### src/rtl/decode_issue_ctrl_if.sv
// Decode/issue stage handshake bundle: instruction in, registered control bundle out.
// out_illegal exists only when DECODE_ILLEGAL_TRAP_EN is defined.
interface decode_issue_ctrl_if #(
  parameter int XLEN = 32
);
  logic            in_valid;
  logic            in_ready;
  logic [XLEN-1:0] in_instr;
  logic [XLEN-1:0] in_pc;
  logic            out_ready;
  logic            flush;
  logic            out_valid;
  logic [XLEN-1:0] out_pc;
  logic [4:0]      out_rd;
  logic [4:0]      out_rs1;
  logic [4:0]      out_rs2;
  logic [2:0]      out_funct3;
  logic [4:0]      out_alu_ctrl;
  logic            out_branch;
  logic            out_mem_to_reg;
  logic            out_mem_write;
  logic            out_alu_src;
  logic            out_alu_pc_src;
  logic            out_reg_write;
  logic            out_pc_jalr;
  logic            out_lui;
  logic            busy;
`ifdef DECODE_ILLEGAL_TRAP_EN
  logic            out_illegal;
`endif

  modport master (
    output in_valid, in_instr, in_pc, out_ready, flush,
    input  in_ready, out_valid, out_pc, out_rd, out_rs1, out_rs2, out_funct3,
           out_alu_ctrl, out_branch, out_mem_to_reg, out_mem_write, out_alu_src,
           out_alu_pc_src, out_reg_write, out_pc_jalr, out_lui, busy
`ifdef DECODE_ILLEGAL_TRAP_EN
         , out_illegal
`endif
  );

  modport slave (
    input  in_valid, in_instr, in_pc, out_ready, flush,
    output in_ready, out_valid, out_pc, out_rd, out_rs1, out_rs2, out_funct3,
           out_alu_ctrl, out_branch, out_mem_to_reg, out_mem_write, out_alu_src,
           out_alu_pc_src, out_reg_write, out_pc_jalr, out_lui, busy
`ifdef DECODE_ILLEGAL_TRAP_EN
         , out_illegal
`endif
  );
endinterface

### src/rtl/decode_issue_ctrl.sv
// RV32IM registered decode/issue with MUL/DIV occupancy stall; DECODE_ILLEGAL_TRAP_EN adds out_illegal.
// Latency 1 cycle; bundle holds while out_ready=0, in_ready drops while busy, held or flushing.
module decode_issue_ctrl #(
  parameter int XLEN       = 32,
  parameter int MUL_CYCLES = 1,
  parameter int DIV_CYCLES = 33,
  parameter int CNT_W      = 6
) (
  input  logic                clk,
  input  logic                rst,
  decode_issue_ctrl_if.slave  io
);
  localparam int MAX_CYC = (MUL_CYCLES > DIV_CYCLES) ? MUL_CYCLES : DIV_CYCLES;

  if (XLEN != 32) begin : g_xlen_chk
    $error("decode_issue_ctrl: XLEN must be 32");
  end
  if (MUL_CYCLES < 1 || MUL_CYCLES > 63 || DIV_CYCLES < 1 || DIV_CYCLES > 63) begin : g_cyc_chk
    $error("decode_issue_ctrl: MUL_CYCLES/DIV_CYCLES must be 1..63");
  end
  if ((1 << CNT_W) <= MAX_CYC) begin : g_cnt_chk
    $error("decode_issue_ctrl: CNT_W too narrow for occupancy");
  end

  localparam logic [4:0] ALUCTRL_NOP  = 5'd0,  ALUCTRL_ADD  = 5'd1,  ALUCTRL_SUB  = 5'd2;
  localparam logic [4:0] ALUCTRL_SLL  = 5'd3,  ALUCTRL_SLT  = 5'd4,  ALUCTRL_SLTU = 5'd5;
  localparam logic [4:0] ALUCTRL_XOR  = 5'd6,  ALUCTRL_SRL  = 5'd7,  ALUCTRL_SRA  = 5'd8;
  localparam logic [4:0] ALUCTRL_OR   = 5'd9,  ALUCTRL_AND  = 5'd10, ALUCTRL_MUL  = 5'd11;
  localparam logic [4:0] ALUCTRL_BEQ  = 5'd19, ALUCTRL_BNE  = 5'd20, ALUCTRL_BLT  = 5'd21;

  localparam logic [6:0] OP_R = 7'b0110011, OP_IMM = 7'b0010011, OP_LOAD = 7'b0000011;
  localparam logic [6:0] OP_STORE = 7'b0100011, OP_BRANCH = 7'b1100011, OP_JAL = 7'b1101111;
  localparam logic [6:0] OP_JALR = 7'b1100111, OP_AUIPC = 7'b0010111, OP_LUI = 7'b0110111;

  localparam logic [CNT_W-1:0] MUL_OCC = CNT_W'(MUL_CYCLES - 1);
  localparam logic [CNT_W-1:0] DIV_OCC = CNT_W'(DIV_CYCLES - 1);

  typedef struct packed {
    logic [4:0] alu_ctrl;
    logic       branch;
    logic       mem_to_reg;
    logic       mem_write;
    logic       alu_src;
    logic       alu_pc_src;
    logic       reg_write;
    logic       pc_jalr;
    logic       lui;
`ifdef DECODE_ILLEGAL_TRAP_EN
    logic       illegal;
`endif
  } ctrl_t;

  typedef enum logic { IDLE, BUSY } state_t;

  // funct3 -> ALU op shared by R and I-calc; alt selects SUB/SRA
  function automatic logic [4:0] alu_of_f3(input logic [2:0] f3, input logic alt);
    case (f3)
      3'd0:    alu_of_f3 = alt ? ALUCTRL_SUB : ALUCTRL_ADD;
      3'd1:    alu_of_f3 = ALUCTRL_SLL;
      3'd2:    alu_of_f3 = ALUCTRL_SLT;
      3'd3:    alu_of_f3 = ALUCTRL_SLTU;
      3'd4:    alu_of_f3 = ALUCTRL_XOR;
      3'd5:    alu_of_f3 = alt ? ALUCTRL_SRA : ALUCTRL_SRL;
      3'd6:    alu_of_f3 = ALUCTRL_OR;
      default: alu_of_f3 = ALUCTRL_AND;
    endcase
  endfunction

  logic [6:0]       opcode, funct7;
  logic [2:0]       funct3;
  logic             legal;
  logic [CNT_W-1:0] occ_d;
  ctrl_t            dec;

  assign opcode = io.in_instr[6:0];
  assign funct3 = io.in_instr[14:12];
  assign funct7 = io.in_instr[31:25];

  always_comb begin
    dec          = '0;
    dec.alu_ctrl = ALUCTRL_NOP;
    legal        = 1'b1;
    occ_d        = '0;
    case (opcode)
      OP_R: begin
        dec.reg_write = 1'b1;
        if (funct7 == 7'b0000001) begin
          dec.alu_ctrl = ALUCTRL_MUL + {2'b00, funct3};
          occ_d        = funct3[2] ? DIV_OCC : MUL_OCC;
        end else begin
          legal = (funct7 == 7'b0000000) ||
                  (funct7 == 7'b0100000 && (funct3 == 3'd0 || funct3 == 3'd5));
          dec.alu_ctrl = alu_of_f3(funct3, funct7[5]);
        end
      end
      OP_IMM: begin
        dec.alu_src   = 1'b1;
        dec.reg_write = 1'b1;
        legal = (funct3 != 3'd1 && funct3 != 3'd5) || (funct7 == 7'b0000000) ||
                (funct3 == 3'd5 && funct7 == 7'b0100000);
        dec.alu_ctrl = alu_of_f3(funct3, funct3 == 3'd5 && funct7[5]);
      end
      OP_LOAD: begin
        legal = funct3 inside {3'd0, 3'd1, 3'd2, 3'd4, 3'd5};
        dec.alu_ctrl   = ALUCTRL_ADD;
        dec.alu_src    = 1'b1;
        dec.mem_to_reg = 1'b1;
        dec.reg_write  = 1'b1;
      end
      OP_STORE: begin
        legal = funct3 inside {3'd0, 3'd1, 3'd2};
        dec.alu_ctrl  = ALUCTRL_ADD;
        dec.alu_src   = 1'b1;
        dec.mem_write = 1'b1;
      end
      OP_BRANCH: begin
        legal      = (funct3 != 3'd2) && (funct3 != 3'd3);
        dec.branch = 1'b1;
        if (funct3[2]) dec.alu_ctrl = ALUCTRL_BLT + {3'b000, funct3[1:0]};
        else           dec.alu_ctrl = funct3[0] ? ALUCTRL_BNE : ALUCTRL_BEQ;
      end
      OP_JAL: begin
        dec.alu_ctrl   = ALUCTRL_ADD;
        dec.branch     = 1'b1;
        dec.alu_src    = 1'b1;
        dec.alu_pc_src = 1'b1;
        dec.reg_write  = 1'b1;
      end
      OP_JALR: begin
        legal         = (funct3 == 3'd0);
        dec.alu_ctrl  = ALUCTRL_ADD;
        dec.alu_src   = 1'b1;
        dec.pc_jalr   = 1'b1;
        dec.reg_write = 1'b1;
      end
      OP_AUIPC: begin
        dec.alu_ctrl   = ALUCTRL_ADD;
        dec.alu_src    = 1'b1;
        dec.alu_pc_src = 1'b1;
        dec.reg_write  = 1'b1;
      end
      OP_LUI: begin
        dec.alu_ctrl  = ALUCTRL_ADD;
        dec.alu_src   = 1'b1;
        dec.lui       = 1'b1;
        dec.reg_write = 1'b1;
      end
      default: legal = 1'b0;
    endcase
    if (!legal) begin
      dec          = '0;
      dec.alu_ctrl = ALUCTRL_NOP;
      occ_d        = '0;
    end
`ifdef DECODE_ILLEGAL_TRAP_EN
    dec.illegal = !legal;
`endif
    if (io.in_instr[11:7] == 5'd0) dec.reg_write = 1'b0;
  end

  ctrl_t            bundle_q;
  logic             vld_q, busy_q;
  logic [XLEN-1:0]  pc_q;
  logic [4:0]       rd_q, rs1_q, rs2_q;
  logic [2:0]       f3_q;
  logic [CNT_W-1:0] occ_q, cnt_q;
  state_t           state_q;
  logic             accept, xfer;

  assign io.in_ready = !busy_q && (!vld_q || io.out_ready) && !io.flush;
  assign accept      = io.in_valid && io.in_ready;
  assign xfer        = vld_q && io.out_ready && !io.flush;

  always_ff @(posedge clk) begin
    if (rst) begin
      vld_q             <= 1'b0;
      bundle_q          <= '0;
      bundle_q.alu_ctrl <= ALUCTRL_NOP;
      pc_q              <= '0;
      rd_q              <= '0;
      rs1_q             <= '0;
      rs2_q             <= '0;
      f3_q              <= '0;
      occ_q             <= '0;
    end else if (accept) begin
      vld_q    <= 1'b1;
      bundle_q <= dec;
      pc_q     <= io.in_pc;
      rd_q     <= io.in_instr[11:7];
      rs1_q    <= io.in_instr[19:15];
      rs2_q    <= io.in_instr[24:20];
      f3_q     <= funct3;
      occ_q    <= occ_d;
    end else if (xfer || io.flush) begin
      vld_q <= 1'b0;
    end
  end

  // Occupancy is armed only by a real transfer; BUSY ignores further transfers
  always_ff @(posedge clk) begin
    if (rst) begin
      state_q <= IDLE;
      cnt_q   <= '0;
      busy_q  <= 1'b0;
    end else begin
      case (state_q)
        IDLE: if (xfer && occ_q != '0) begin
          state_q <= BUSY;
          cnt_q   <= occ_q;
          busy_q  <= 1'b1;
        end
        default: begin
          cnt_q <= cnt_q - 1'b1;
          if (cnt_q <= CNT_W'(1)) begin
            state_q <= IDLE;
            busy_q  <= 1'b0;
          end
        end
      endcase
    end
  end

  assign io.out_valid      = vld_q;
  assign io.out_pc         = pc_q;
  assign io.out_rd         = rd_q;
  assign io.out_rs1        = rs1_q;
  assign io.out_rs2        = rs2_q;
  assign io.out_funct3     = f3_q;
  assign io.out_alu_ctrl   = bundle_q.alu_ctrl;
  assign io.out_branch     = bundle_q.branch;
  assign io.out_mem_to_reg = bundle_q.mem_to_reg;
  assign io.out_mem_write  = bundle_q.mem_write;
  assign io.out_alu_src    = bundle_q.alu_src;
  assign io.out_alu_pc_src = bundle_q.alu_pc_src;
  assign io.out_reg_write  = bundle_q.reg_write;
  assign io.out_pc_jalr    = bundle_q.pc_jalr;
  assign io.out_lui        = bundle_q.lui;
  assign io.busy           = busy_q;
`ifdef DECODE_ILLEGAL_TRAP_EN
  assign io.out_illegal    = bundle_q.illegal;
`endif
endmodule

### src/flat_wrapper.sv
// flat-port wrapper written by rule: the top's interface ports become plain ports
module decode_issue_ctrl_flat 
#(
  parameter int XLEN       = 32,
  parameter int MUL_CYCLES = 1,
  parameter int DIV_CYCLES = 33,
  parameter int CNT_W      = 6
)
  (clk, rst, io_in_valid, io_in_instr, io_in_pc, io_out_ready, io_flush, io_in_ready, io_out_valid, io_out_pc, io_out_rd, io_out_rs1, io_out_rs2, io_out_funct3, io_out_alu_ctrl, io_out_branch, io_out_mem_to_reg, io_out_mem_write, io_out_alu_src, io_out_alu_pc_src, io_out_reg_write, io_out_pc_jalr, io_out_lui, io_busy);
  decode_issue_ctrl_if #(.XLEN(XLEN)) io_i ();
  input  logic clk;
  input  logic rst;
  input wire logic [$bits(io_i.in_valid)-1:0] io_in_valid;
  input wire logic [$bits(io_i.in_instr)-1:0] io_in_instr;
  input wire logic [$bits(io_i.in_pc)-1:0] io_in_pc;
  input wire logic [$bits(io_i.out_ready)-1:0] io_out_ready;
  input wire logic [$bits(io_i.flush)-1:0] io_flush;
  output wire logic [$bits(io_i.in_ready)-1:0] io_in_ready;
  output wire logic [$bits(io_i.out_valid)-1:0] io_out_valid;
  output wire logic [$bits(io_i.out_pc)-1:0] io_out_pc;
  output wire logic [$bits(io_i.out_rd)-1:0] io_out_rd;
  output wire logic [$bits(io_i.out_rs1)-1:0] io_out_rs1;
  output wire logic [$bits(io_i.out_rs2)-1:0] io_out_rs2;
  output wire logic [$bits(io_i.out_funct3)-1:0] io_out_funct3;
  output wire logic [$bits(io_i.out_alu_ctrl)-1:0] io_out_alu_ctrl;
  output wire logic [$bits(io_i.out_branch)-1:0] io_out_branch;
  output wire logic [$bits(io_i.out_mem_to_reg)-1:0] io_out_mem_to_reg;
  output wire logic [$bits(io_i.out_mem_write)-1:0] io_out_mem_write;
  output wire logic [$bits(io_i.out_alu_src)-1:0] io_out_alu_src;
  output wire logic [$bits(io_i.out_alu_pc_src)-1:0] io_out_alu_pc_src;
  output wire logic [$bits(io_i.out_reg_write)-1:0] io_out_reg_write;
  output wire logic [$bits(io_i.out_pc_jalr)-1:0] io_out_pc_jalr;
  output wire logic [$bits(io_i.out_lui)-1:0] io_out_lui;
  output wire logic [$bits(io_i.busy)-1:0] io_busy;
  assign io_i.in_valid = io_in_valid;
  assign io_i.in_instr = io_in_instr;
  assign io_i.in_pc = io_in_pc;
  assign io_i.out_ready = io_out_ready;
  assign io_i.flush = io_flush;
  assign io_in_ready = io_i.in_ready;
  assign io_out_valid = io_i.out_valid;
  assign io_out_pc = io_i.out_pc;
  assign io_out_rd = io_i.out_rd;
  assign io_out_rs1 = io_i.out_rs1;
  assign io_out_rs2 = io_i.out_rs2;
  assign io_out_funct3 = io_i.out_funct3;
  assign io_out_alu_ctrl = io_i.out_alu_ctrl;
  assign io_out_branch = io_i.out_branch;
  assign io_out_mem_to_reg = io_i.out_mem_to_reg;
  assign io_out_mem_write = io_i.out_mem_write;
  assign io_out_alu_src = io_i.out_alu_src;
  assign io_out_alu_pc_src = io_i.out_alu_pc_src;
  assign io_out_reg_write = io_i.out_reg_write;
  assign io_out_pc_jalr = io_i.out_pc_jalr;
  assign io_out_lui = io_i.out_lui;
  assign io_busy = io_i.busy;
  decode_issue_ctrl #(.XLEN(XLEN), .MUL_CYCLES(MUL_CYCLES), .DIV_CYCLES(DIV_CYCLES), .CNT_W(CNT_W)) u_core (.clk(clk), .rst(rst), .io(io_i));
endmodule
### config.mk
export PLATFORM = sky130hd
export DESIGN_NAME = decode_issue_ctrl_flat
export DESIGN_NICKNAME = d
export VERILOG_FILES = /design/src/rtl/decode_issue_ctrl_if.sv /design/src/rtl/decode_issue_ctrl.sv /design/src/flat_wrapper.sv
export SDC_FILE = /design/constraint.sdc
export NUM_CORES = 1
export LEC_CHECK = 0
export CORE_ASPECT_RATIO = 1.4
export CORE_MARGIN = 3
export CORE_UTILIZATION = 43
export CTS_CLUSTER_DIAMETER = 40
export DETAILED_ROUTE_END_ITERATION = 10
export PLACE_DENSITY_LB_ADDON = 0.2
export REMOVE_ABC_BUFFERS = 1
export SYNTH_ARGS = -nofsm -noshare
export SYNTH_HDL_FRONTEND = slang
export SYNTH_SLANG_ARGS = --single-unit
### constraint.sdc
create_clock -name clk -period 3.1 [get_ports clk]
set_input_delay 0.62 -clock clk [delete_from_list [all_inputs] [get_ports clk]]
set_output_delay 0.62 -clock clk [all_outputs]
set_load 0.01 [all_outputs]
==> results of run 1 <==
-- per-stage QoR --
step / hold slack [ps] / instance area [µm²] / instances / setup slack (ps)
floorplan: 425.8 / 3187 / 398 / 437.0
global placement: 438.1 / 4762 / 644 / 138.4
detailed placement: 442.8 / 4762 / 644 / 36.55
CTS: 455.2 / 5005 / 660 / 400.3
global route: 479.1 / 5005 / 660 / 184.8
finish: 452.3 / 5005 / 660 / 380.9
-- Yosys cell counts, drive strengths merged, types with 3 or more instances --
library cell / number
o31ai: 7
clkbuf: 15
nor2: 23
nand3: 6
a2111oi: 3
nand2b: 7
or4: 3
o21ai: 8
o21bai: 3
inv: 5
a21o: 3
nor4: 3
ha: 8
nand2: 123
a22oi: 3
a21oi: 68
a211oi: 5
nor3: 9
nor2b: 8
buf: 13
dfxtp: 73
-- final cells by class --
cell class | count | area, µm² | area share
clock buffers | 10 | 127.6 | 0.02550
inverters | 5 | 18.77 | 0.003750
well taps | 97 | 121.4 | 0.02425
repair buffers | 149 | 1449 | 0.2895
clock inverters | 6 | 115.1 | 0.02300
multi-input cells | 320 | 1712 | 0.3420
flip-flops and latches | 73 | 1461 | 0.2920
-- cells by family (layout without fill, tap and decap cells) --
kind of cell / count (synthesis) / count (layout)
buffers and inverters: 33 / 170
AND/OR/NAND/NOR: 201 / 201
multiplexers: 1 / 1
AO/OA/AOI/OAI: 109 / 109
flip-flops: 73 / 73
XOR/XNOR: 1 / 1
adder cells (fa/ha/maj): 8 / 8
-- critical path, stage by stage --
cell and delay [ps]:
sky130_fd_sc_hd__clkdlybuf4s50_1 540, sky130_fd_sc_hd__inv_1 100, sky130_fd_sc_hd__ha_1 240, sky130_fd_sc_hd__nor2_1 200, sky130_fd_sc_hd__a2111oi_0 130, sky130_fd_sc_hd__a211o_1 320
sky130_fd_sc_hd__a2111oi_4 580, sky130_fd_sc_hd__o31ai_1 170
-- power by group through the flow --
stage	Combinational [mW]	Sequential (mW)	Clock (mW)
after CTS	0.336	0.983	0.922
after global placement	0.330	1.00	0
after floorplan	0.0985	1.02	0
after global routing	0.364	0.986	0.961
after detailed placement	0.334	1.01	0
final	0.335	0.983	0.901
-- how the worst min path moves through the flow --
stage	end	cells past startpoint
after global placement	u_core.io.out_alu_pc_src	2
final	u_core.io.out_pc[25]	2
after global routing	u_core.io.out_pc[14]	2
after floorplan	u_core.occ_q[5]	2
after CTS	u_core.io.out_alu_pc_src	2
after detailed placement	u_core.io.out_alu_ctrl[2]	2
-- per-layer routing --
layer	vias up	global-route usage	wire, µm
met5	-	0	0
li1	1720	-	-
met3	21	0.05203	557
met1	1586	0.2534	3974
met2	125	0.4023	5213
met4	0	0.08454	225
==> results.env, run 1 <==
HOLDCRITSTARTPOINT='u_core.io.out_pc[25]'
MAX_FREQ_MHz=367.8
POWER_mW=2.219
ENDPOINT_KIND='register'
NETSWITCHINGPOWER_mW=0.5309
CRIT_START='io_in_instr[13]'
COMB_POWER_SHARE=0.151
DIODES=0
REMAINING_OVERFLOW_GRT=0
SYNTH_EDF_COUNT=0
POST-ROUTE-PERIOD-UTIL=0.8771
VIAS=3452
PLACEMENT.IO_BUFFERS=134
PLACEMENTROWS=37
DRIVE_ABOVE_1_SHARE=0.07460
RUN_STATUS='finished, final reports clean'
WORST_IR_DROP_VDD_mV=0.2474
CRITICAL_PATH_REQUIRED_PS=3300
GRT_FIRST_PASS_WIRELENGTH_UM=15380
SYNTH_COMPOUND_GATE_AREA_SHARE=0.2004
R2R_SETUP_SLACK_PS=1340
YOSYSWARNINGS=0
CTSRESIZECOUNT=0
WORST_HOLD_PATH_TYPE='register to register'
FLIP_FLOP_AND_LATCH_COUNT_AFTER_SYNTHESIS=73
DIEWIDTH_UM=80.36
POWER.DENSITY_mW_PER_MM2=443.4
FINALHOLDVIOLCOUNT=0
RSZ_0062_RAISED_AFTER_GLOBAL_ROUTING='no'
SYN-INSTANCE-COUNT=426
CLK_PIN_SLEW_PS=70
CTS-HTREE-LEVELS=3
GRT_USE_TOTAL=0.2233
POST_LAYOUT_UTILIZATION_OF_THE_CORE=0.6715
NETLIST.AREA_LEADER.SHARE=0.4391
YOSYS.AREA_SHARE.XOR_XNOR=0.002632
P_INT_mW=1.688
SYN-CELL-AREA_MM2=0.003328
SYNTH_CELL_TYPE_COUNT=54
ANTENNA_FOUND_INITIAL=0
CAP_VIOLATIONS=0
FIRSTDRTPASSITERS=4
CLK_LATENCY_PS=350
GRT_START_MAX_NET_PINS=36
SYNTH_SIMPLE_GATE_AREA_SHARE=0.2767
SWITCHING_SHARE_OF_TOTAL_POWER=0.2392
FLOORPLAN.DIE.HEIGHT_UM=110.1
STARTPOINT_TYPE='primary input'
SYNTH_ASYNC_RESET_RATIO=0
PIN_SLEW_WITH_THE_LEAST_HEADROOM_TO_ITS_LIMIT_PS=673.8
FIN_SETUP_TNS_PS=0
DRT_INITIAL_VIOLATIONS=166
SYNTH_ADDER_AREA_SHARE=0.03008
CTS_HOLD_BUFFERS=0
NETLIST_TOP_CELLS_AREA='sky130_fd_sc_hd__dfxtp_1 44%, sky130_fd_sc_hd__nand2_1 14%, sky130_fd_sc_hd__a21oi_1 10%'
ROUTED_VIA_DENSITY=5.230
WORST-R2R-CELL-COUNT=5
SYNTH_TOP_FAMILY_BY_AREA='simple AND/OR/NAND/NOR gates'
WL_CELL_UM=15.11
WORST_SETUP_PATH_ENDPOINT='u_core.io.out_alu_ctrl[3]'
YOSYSSEQAREASHARE=0.4391
CTS-BUFFERS-INSERTED=9
TRITONCTS_NUM_SINKS=73
FINAL_NETS=635
CELL_TYPE_CONTRIBUTING_THE_MOST_TOTAL_CELL_AREA_AFTER_SYNTHESIS='sky130_fd_sc_hd__dfxtp_1'
CRITPATHKIND='primary input to register'
SYNTHMUXAREASHARE=0.003008
SYN2LAYOUT_AREA_GROWTH_PCT=50.38
GP_CONGESTION=0.8917
P_LEAK_nW=1.790
ENDPOINTS_FAILING_SETUP=0
NUMBER_OF_TOP_LEVEL_PINS=135
DP_HPWL_UM=7575
DRT_DRC_VIOLATIONS_LEFT=0
POST-ROUTE-MIN-PERIOD_PS=2719
FLOORPLAN.INITIALDENSITY=0.4465
WORSTPATHMAXFANOUT=8
CTS_TREE='done'
REG2REG_TO='u_core.io.out_mem_to_reg'
DATA_ARRIVAL_TIME_OF_THE_CRITICAL_PATH_PS=2920
CLOCK-SKEW-FINAL_PS=12.12
CLK_ROOT_BUFFER_CELL='sky130_fd_sc_hd__clkbuf_8'
TOTAL_SETUP_BUFFERS_INSERTED_AFTER_CTS=0
TIMING.RR.START='u_core.io.busy'
SEQ_POWER_SHARE=0.443
TOP_FLIP_FLOP_CELL_BY_INSTANCE_COUNT_AFTER_SYNTHESIS='sky130_fd_sc_hd__dfxtp_1'
VIAS_IN_THE_FIRST_GLOBAL_ROUTE=3215
LARGEST_REGISTER_FF_COUNT=32
POWER.CLOCK.FRACTION=0.406
DIE_AREA_MM2=0.008847
CTS-ROOT-TO-SINK-BUFFERS=2
LAYOUT.FILLER_CELLS=641
SYN-MEAN-INSTANCE-AREA_UM2=7.813
LAYOUT_COMMONEST_CELL='sky130_fd_sc_hd__clkdlybuf4s50_1'
CORE_REGION_AREA_MM2=0.007453
FINALMAXSLEWVIOLATIONS=0
ROUTE.FINAL.WIRE_LENGTH_UM=9971
ANTENNA_VIOLATING_NETS_POST_ROUTE=0
SLEW-LIMIT-HEADROOM=0.5392
LAYOUT.CELLS.MOST_COMMON_LIST='133 x sky130_fd_sc_hd__clkdlybuf4s50_1, 122 x sky130_fd_sc_hd__nand2_1, 73 x sky130_fd_sc_hd__dfxtp_1, 68 x sky130_fd_sc_hd__a21oi_1, 23 x sky130_fd_sc_hd__nor2_1'
Power figures use the tool's default switching activity.
==> inputs of run 2 (changes only) <==
Settings changed: CORE_MARGIN 3 to default, SETUP_SLACK_MARGIN from default to 0.15.
==> run 2 against run 1 <==
Compared with the run above:
- clock skew down 7.1 ps
- setup slack better by 61 ps
- fmax up 2.3%
- via count about the same
- sequential share of layout area up 0.39 points
- highest routed layer unchanged
- global-route usage up 2.0 points
- critical endpoint is now u_core.io.out_branch
- hold slack about the same
- sequential power about the same
- flip-flop and latch count unchanged
- non-clock buffer count up 1
- combinational power about the same
- power down 11%
==> results.env, run 2 (synthesis gave the netlist of run 1 again) <==
FINALHOLDVIOLCOUNT=0  # unchanged
ANTENNA_VIOLATING_NETS_POST_ROUTE=0  # unchanged
CRIT_PATH_TOP_DELAY_CELL='sky130_fd_sc_hd__or4_4'
P_INT_mW=1.493  # -12%
MAX_FREQ_MHz=376.3  # +2.3%
LAYOUT.CELLS.MOST_COMMON_LIST='133 x sky130_fd_sc_hd__clkdlybuf4s50_1, 122 x sky130_fd_sc_hd__nand2_1, 73 x sky130_fd_sc_hd__dfxtp_1, 68 x sky130_fd_sc_hd__a21oi_1, 23 x sky130_fd_sc_hd__nor2_1'
ENDPOINTS_FAILING_SETUP=0  # unchanged
WORSTPATHMAXFANOUT=8  # unchanged
PLACEMENTROWS=37  # unchanged
GRT_FIRST_PASS_WIRELENGTH_UM=15380  # unchanged
DIE_AREA_MM2=0.008101  # -8.4%
POWER_mW=1.968  # -11%
ENDPOINT_KIND='register'
WORSTHOLDPATHCELLS=2  # unchanged
GP_CONGESTION=0.9409  # +5.5%
CLOCK-SKEW-FINAL_PS=4.977  # -7.145 ps
USE_MET1=0.2593  # +0.005871
TRITONCTS_NUM_SINKS=73  # unchanged
NUMBER_OF_TOP_LEVEL_PINS=135  # unchanged
COMB_POWER_SHARE=0.170  # +0.019
CRITPATHKIND='primary input to register'
ROUTE.FINAL.WIRE_LENGTH_UM=9639  # -3.3%
DRIVE_ABOVE_1_SHARE=0.07130  # -0.003299
PATH_DELAY_FAMILY='simple AND/OR/NAND/NOR gates'
VIAS_IN_THE_FIRST_GLOBAL_ROUTE=3267  # +1.6%
P_LEAK_nW=1.766  # -1.4%
CRITPATHBUFINV=2  # unchanged
POST-ROUTE-PERIOD-UTIL=0.8574  # -0.01976
DRT_INITIAL_VIOLATIONS=165  # -0.60%
PLACEMENT.IO_BUFFERS=134  # unchanged
NETSWITCHINGPOWER_mW=0.4752  # -10%
DP_HPWL_UM=7327  # -3.3%
SYN2LAYOUT_AREA_GROWTH_PCT=48.38
CRITICAL_PATH.MAX_STAGE_DELAY_PS=540  # -40 ps
TOTAL_SETUP_BUFFERS_INSERTED_AFTER_CTS=0  # unchanged
DATA_ARRIVAL_TIME_OF_THE_CRITICAL_PATH_PS=2900  # -20 ps
CLK_PIN_SLEW_PS=70  # about the same
WORST_HOLD_PATH_TYPE='register to register'
FINAL_AREA_MM2=0.004938  # -1.3%
CLK_LATENCY_PS=340  # about the same
LARGEST_REGISTER_FF_COUNT=32  # unchanged
FLOORPLAN.INITIALDENSITY=0.4493  # +0.002791
TIMING.CRITICAL_PATH.CELLS='clkdlybuf4s50_1 -> or4_4 -> or4_4 -> a211oi_2 -> a2111oi_4 -> buf_4 -> o31ai_1'
CTS_TREE='done'
POST-ROUTE-MIN-PERIOD_PS=2658  # -61.26 ps
CP_COMMON_CELL='sky130_fd_sc_hd__or4_4'
GRT_START_MAX_NET_PINS=47  # +31%
FINALMAXSLEWVIOLATIONS=0  # unchanged
RUN_STATUS='finished, final reports clean'
SLEW-LIMIT-HEADROOM=0.4422  # -0.09701
WORST-R2R-CELL-COUNT=5  # unchanged
SWITCHING_SHARE_OF_TOTAL_POWER=0.2415  # +0.002248
FIRSTDRTPASSITERS=5  # +1
DRT_DRC_VIOLATIONS_LEFT=0  # unchanged
R2R_SETUP_SLACK_PS=1310  # -30 ps
DIEWIDTH_UM=76.36  # -5.0%
GLOBAL_ROUTE.PEAK_USAGE_LAYER='met2'
CTS-BUFFERS-INSERTED=9  # unchanged
CTS-HTREE-LEVELS=3  # unchanged
FINAL_NETS=636  # +0.16%
GRT.MET2_USAGE=0.4279  # +0.02568
CLK_ROOT_BUFFER_CELL='sky130_fd_sc_hd__clkbuf_8'
RSZ_0062_RAISED_AFTER_GLOBAL_ROUTING='no'
POWER.DENSITY_mW_PER_MM2=398.5  # -10%
PIN_SLEW_WITH_THE_LEAST_HEADROOM_TO_ITS_LIMIT_PS=836.7  # +162.9 ps
FIN_SETUP_TNS_PS=0  # unchanged
POWER.CLOCK.FRACTION=0.331  # -0.075
ROUTED_VIA_DENSITY=5.243  # +0.25%
CTS-ROOT-TO-SINK-BUFFERS=2  # unchanged
STARTPOINT_TYPE='primary input'
DIODES=0  # unchanged
GRT_USE_TOTAL=0.2436  # +0.02026
CTS_HOLD_BUFFERS=0  # unchanged
CRITICAL_PATH_REQUIRED_PS=3350  # +50 ps
CAP_VIOLATIONS=0  # unchanged
ANTENNA_FOUND_INITIAL=0  # unchanged
REMAINING_OVERFLOW_GRT=0  # unchanged
CTSRESIZECOUNT=0  # unchanged
CRITICAL_PATH_DEPTH=7  # -1
CORE_REGION_AREA_MM2=0.007407  # -0.62%
PLACED_AREA_MM2=0.004770  # +0.16%
VIAS=3450  # -0.058%
LAYOUT_COMMONEST_CELL='sky130_fd_sc_hd__clkdlybuf4s50_1'
SEQ_POWER_SHARE=0.500  # +0.057
HOLD_SLACK_PS=451.9  # -0.3790 ps
MET3_TRACK_USAGE_GR=0.06609  # +0.01406
FLOORPLAN.DIE.HEIGHT_UM=106.1  # -3.6%
WL_CELL_UM=14.65  # -3.0%
WORST_IR_DROP_VDD_mV=0.2140  # -13%
[run 2: per-layer routing]
layer  up-vias  wire length [µm]
met2       135              4854
met3        27               567
met1      1569              3834
li1       1719                 -
met5         -                 0
met4         0               382
[run 2: worst reg2reg max path, stage by stage (launching register included)]
cell	delay [ps]
sky130_fd_sc_hd__dfxtp_1	330
sky130_fd_sc_hd__nor2_1	190
sky130_fd_sc_hd__and3_2	480
sky130_fd_sc_hd__buf_4	440
sky130_fd_sc_hd__nand2_1	120
sky130_fd_sc_hd__a21oi_1	160
[run 2: final cells by class]
cell class / count / area [µm²]
Inverter: 5 / 18.77
Timing Repair Buffer: 150 / 1456
Tap cell: 97 / 121.4
Fill cell: 638 / 2469
Clock buffer: 13 / 168.9
Sequential cell: 73 / 1461
Multi-Input combinational cell: 320 / 1712
[run 2: through the flow]
stage          setup WS (ps)    util  instances
3_3_place_gp           214.2  0.6439        645
4_1_cts                481.5  0.6667        658
3_5_place_dp           92.73  0.6439        645
6_report               442.2  0.6667        658
5_1_grt                332.9  0.6667        658
2_1_floorplan          437.0       -        398
[run 2: path summary, 6_finish.rpt]
kind                                                  end                      start
worst max-delay path                 u_core.io.out_branch            io_in_instr[28]
worst min-delay path            u_core.io.out_alu_ctrl[0]  u_core.io.out_alu_ctrl[0]
worst max register to register       u_core.io.out_pc[16]             u_core.io.busy
worst min register to register  u_core.io.out_alu_ctrl[0]  u_core.io.out_alu_ctrl[0]
[run 2: power by group through the flow]
stage | clock network (mW) | logic, mW | registers [mW]
global route | 0.715 | 0.363 | 0.986
floorplan | 0 | 0.0985 | 1.02
finish | 0.651 | 0.334 | 0.983
CTS | 0.675 | 0.336 | 0.983
global placement | 0 | 0.331 | 1.00
detailed placement | 0 | 0.334 | 1.00
==> inputs of run 3 (changes only) <==
Settings changed: ABC_CLOCK_PERIOD_IN_PS from default to 3100, GPL_TIMING_DRIVEN from default to 0, TNS_END_PERCENT from default to 5.
==> run 3 against run 2 <==
Compared with the run above:
- flip-flop and latch count unchanged
- register-to-register slack worse by 390 ps
- critical path type unchanged
- power is 12% higher
- non-clock buffer count down 13
- hold slack better by 2.1 ps
- combinational power down 2%
- critical endpoint unchanged
- die area stayed put
- largest cell class unchanged
==> results.env, run 3 (synthesis gave the netlist of run 1 again) <==
GRT_USE_TOTAL=0.2244  # -0.01922
RSZ_0062_RAISED_AFTER_GLOBAL_ROUTING='no'
WORST_SETUP_PATH_ENDPOINT='u_core.io.out_branch'
GRT_START_MAX_NET_PINS=57  # +21%
LAYOUT_COMMONEST_CELL='sky130_fd_sc_hd__clkdlybuf4s50_1'
PATH_DELAY_FAMILY='buffers and inverters'
POST_LAYOUT_NONFILLER_INSTANCES=647  # -1.7%
POST-ROUTE-MIN-PERIOD_PS=2836  # +178.5 ps
ROUTE.FINAL.WIRE_LENGTH_UM=9027  # -6.3%
COMB_POWER_SHARE=0.149  # -0.021
DRIVE_ABOVE_1_SHARE=0.05636  # -0.01494
ROUTED_VIA_DENSITY=5.195  # -0.92%
FIN_SETUP_TNS_PS=0  # unchanged
FLOORPLAN.DIE.HEIGHT_UM=106.1  # unchanged
CRITPATHBUFINV=3  # +1
RUN_STATUS='finished, final reports clean'
DP_HPWL_UM=6565  # -10%
NETSWITCHINGPOWER_mW=0.5071  # +6.7%
FINAL_AREA_MM2=0.004941  # about the same
VIAS_IN_THE_FIRST_GLOBAL_ROUTE=3205  # -1.9%
LARGEST_REGISTER_FF_COUNT=32  # unchanged
ANTENNA_FOUND_INITIAL=0  # unchanged
DIE_AREA_MM2=0.008101  # unchanged
CRITPATHKIND='primary input to register'
PLACEDCELLCOUNT=631  # -2.2%
TRITONCTS_NUM_SINKS=73  # unchanged
TIMING.CRITICAL_PATH.CELLS='clkdlybuf4s50_1 -> inv_1 -> ha_1 -> nor3_1 -> nor4_1 -> a211o_1 -> a2111oi_4 -> buf_4 -> o31ai_1'
SWITCHING_SHARE_OF_TOTAL_POWER=0.2301  # -0.01141
SETUP_WS_PS=263.7  # -178.5 ps
POWER.CLOCK.FRACTION=0.406  # +0.075
FLOORPLAN.INITIALDENSITY=0.4493  # unchanged
WORST_IR_DROP_VDD_mV=0.2418  # +13%
CRITICAL_PATH_REQUIRED_PS=3320  # -30 ps
DATA_ARRIVAL_TIME_OF_THE_CRITICAL_PATH_PS=3050  # +150 ps
CRITICAL_PATH_DEPTH=9  # +2
WORST_HOLD_PATH_TYPE='register to register'
P_INT_mW=1.697  # +14%
STARTPOINT_TYPE='primary input'
ENDPOINTS_FAILING_SETUP=0  # unchanged
CRIT_START='io_in_instr[12]'
CTS-HTREE-LEVELS=3  # unchanged
WL_CELL_UM=13.95  # -4.8%
CORE_REGION_AREA_MM2=0.007407  # unchanged
GRT_FIRST_PASS_WIRELENGTH_UM=14660  # -4.7%
PLACEMENTROWS=37  # unchanged
MAX_FREQ_MHz=352.6  # -6.3%
NUMBER_OF_TOP_LEVEL_PINS=135  # unchanged
CTS-BUFFERS-INSERTED=9  # unchanged
WORSTPATHMAXFANOUT=9  # +1
PLACEMENT.IO_BUFFERS=134  # unchanged
CLK_LATENCY_PS=340  # about the same
POWER.DENSITY_mW_PER_MM2=446.1  # +12%
CLOCK-SKEW-FINAL_PS=8.474  # +3.497 ps
FINALHOLDVIOLCOUNT=0  # unchanged
CRIT_PATH_TOP_DELAY_CELL='sky130_fd_sc_hd__clkdlybuf4s50_1'
SYN2LAYOUT_AREA_GROWTH_PCT=48.46  # about the same
REG2REG_TO='u_core.io.out_alu_ctrl[1]'
FINALMAXSLEWVIOLATIONS=0  # unchanged
TIMING.RR.START='u_core.io.busy'
DETAILEDPLACE.WORSTSLACK_PS=-232.0  # -324.7 ps
DIEWIDTH_UM=76.36  # unchanged
CLK_PIN_SLEW_PS=70  # about the same
CRITICAL_PATH.MAX_STAGE_DELAY_PS=630  # +90 ps
SEQ_POWER_SHARE=0.446  # -0.054
CAP_VIOLATIONS=0  # unchanged
ENDPOINT_KIND='register'
ANTENNA_VIOLATING_NETS_POST_ROUTE=0  # unchanged
PIN_SLEW_WITH_THE_LEAST_HEADROOM_TO_ITS_LIMIT_PS=1013  # +175.8 ps
FIRSTDRTPASSITERS=4  # -1
FINAL_NETS=623  # -2.0%
VIAS=3361  # -2.6%
P_LEAK_nW=1.746  # -1.1%
CTS-ROOT-TO-SINK-BUFFERS=2  # unchanged
CTS_HOLD_BUFFERS=0  # unchanged
DRT_DRC_VIOLATIONS_LEFT=0  # unchanged
CTS_TREE='done'
SLEW-LIMIT-HEADROOM=0.3250  # -0.1172
GP_CONGESTION=0.9341  # -0.72%
DRT_INITIAL_VIOLATIONS=164  # -0.61%
LAYOUT.CELLS.MOST_COMMON_LIST='133 x sky130_fd_sc_hd__clkdlybuf4s50_1, 122 x sky130_fd_sc_hd__nand2_1, 73 x sky130_fd_sc_hd__dfxtp_1, 68 x sky130_fd_sc_hd__a21oi_1, 22 x sky130_fd_sc_hd__nor2_1'
POST-ROUTE-PERIOD-UTIL=0.9149  # +0.05757
PLACED_AREA_MM2=0.004690  # -1.7%
REMAINING_OVERFLOW_GRT=0  # unchanged
HOLD_SLACK_PS=453.9  # +2.069 ps
R2R_SETUP_SLACK_PS=920  # -390 ps
CLK_ROOT_BUFFER_CELL='sky130_fd_sc_hd__clkbuf_8'
DIODES=0  # unchanged
WORST-R2R-CELL-COUNT=5  # unchanged
==> run 3: cell types whose count changed in the layout (fill, tap and decap cells not counted) <==
cell,before,now
sky130_fd_sc_hd__bufinv_16,0,3
sky130_fd_sc_hd__clkbuf_1,1,0
sky130_fd_sc_hd__clkinv_2,0,1
sky130_fd_sc_hd__nor2_1,23,22
sky130_fd_sc_hd__clkinv_4,0,1
sky130_fd_sc_hd__nor2_2,0,1
sky130_fd_sc_hd__buf_4,16,1
sky130_fd_sc_hd__clkbuf_8,12,10
sky130_fd_sc_hd__buf_12,0,2
==> run 3: timing repair <==
item | 4_1_cts | 5_1_grt
resized for setup | 0 | 1
endpoints found under the setup margin | 8 | 8
buffers inserted | 0 | 1
pin swaps | 1 | 1
==> run 3: routing by layer <==
metal,global-route usage,share of wire
met1,0.2507,0.40
met2,0.4215,0.53
met3,0.02918,0.051
met4,0.09478,0.019
met5,0,0
==> run 3: metrics by stage <==
stage | utilization | total power [mW]
finish | 0.6671 | 2.204
global route | 0.6671 | 2.294
CTS | 0.6657 | 2.225
detailed placement | 0.6331 | 1.330
global placement | 0.6277 | 1.320
floorplan | - | 1.118
==> run 3: how the worst min path moves through the flow <==
stage | from | slack, ps | depth (start not counted) | to
2_1_floorplan | u_core.occ_q[5] | 430 | 2 | u_core.occ_q[5]
3_3_place_gp | u_core.io.out_alu_ctrl[2] | 440 | 2 | u_core.io.out_alu_ctrl[2]
3_5_place_dp | u_core.io.out_alu_src | 440 | 2 | u_core.io.out_alu_src
4_1_cts | u_core.io.out_pc_jalr | 450 | 2 | u_core.io.out_pc_jalr
5_1_grt | u_core.io.out_pc[22] | 470 | 2 | u_core.io.out_pc[22]
6_report | u_core.io.out_alu_pc_src | 450 | 2 | u_core.io.out_alu_pc_src
==> run 3: power groups by stage <==
stage	clock, mW	combinational [mW]	sequential, mW
3_3_place_gp	0	0.317	1.00
4_1_cts	0.914	0.328	0.983
6_report	0.894	0.328	0.983
2_1_floorplan	0	0.0985	1.02
3_5_place_dp	0	0.325	1.00
5_1_grt	0.952	0.355	0.987
==> run 3: area by class of cell <==
cell class,instances,area [µm²]
Clock buffer,10,137.6
Clock inverter,5,103.9
Fill cell,659,2466
Inverter,5,18.77
Multi-Input combinational cell,320,1714
Sequential cell,73,1461
Tap cell,97,121.4
Timing Repair Buffer,137,1384
==> run 3: tightest hold or removal path, delay by kind of cell (launching register included) <==
family / cells / cell delay [ps]
flops: 1 / 310
simple gates: 1 / 50
compound gates: 1 / 50
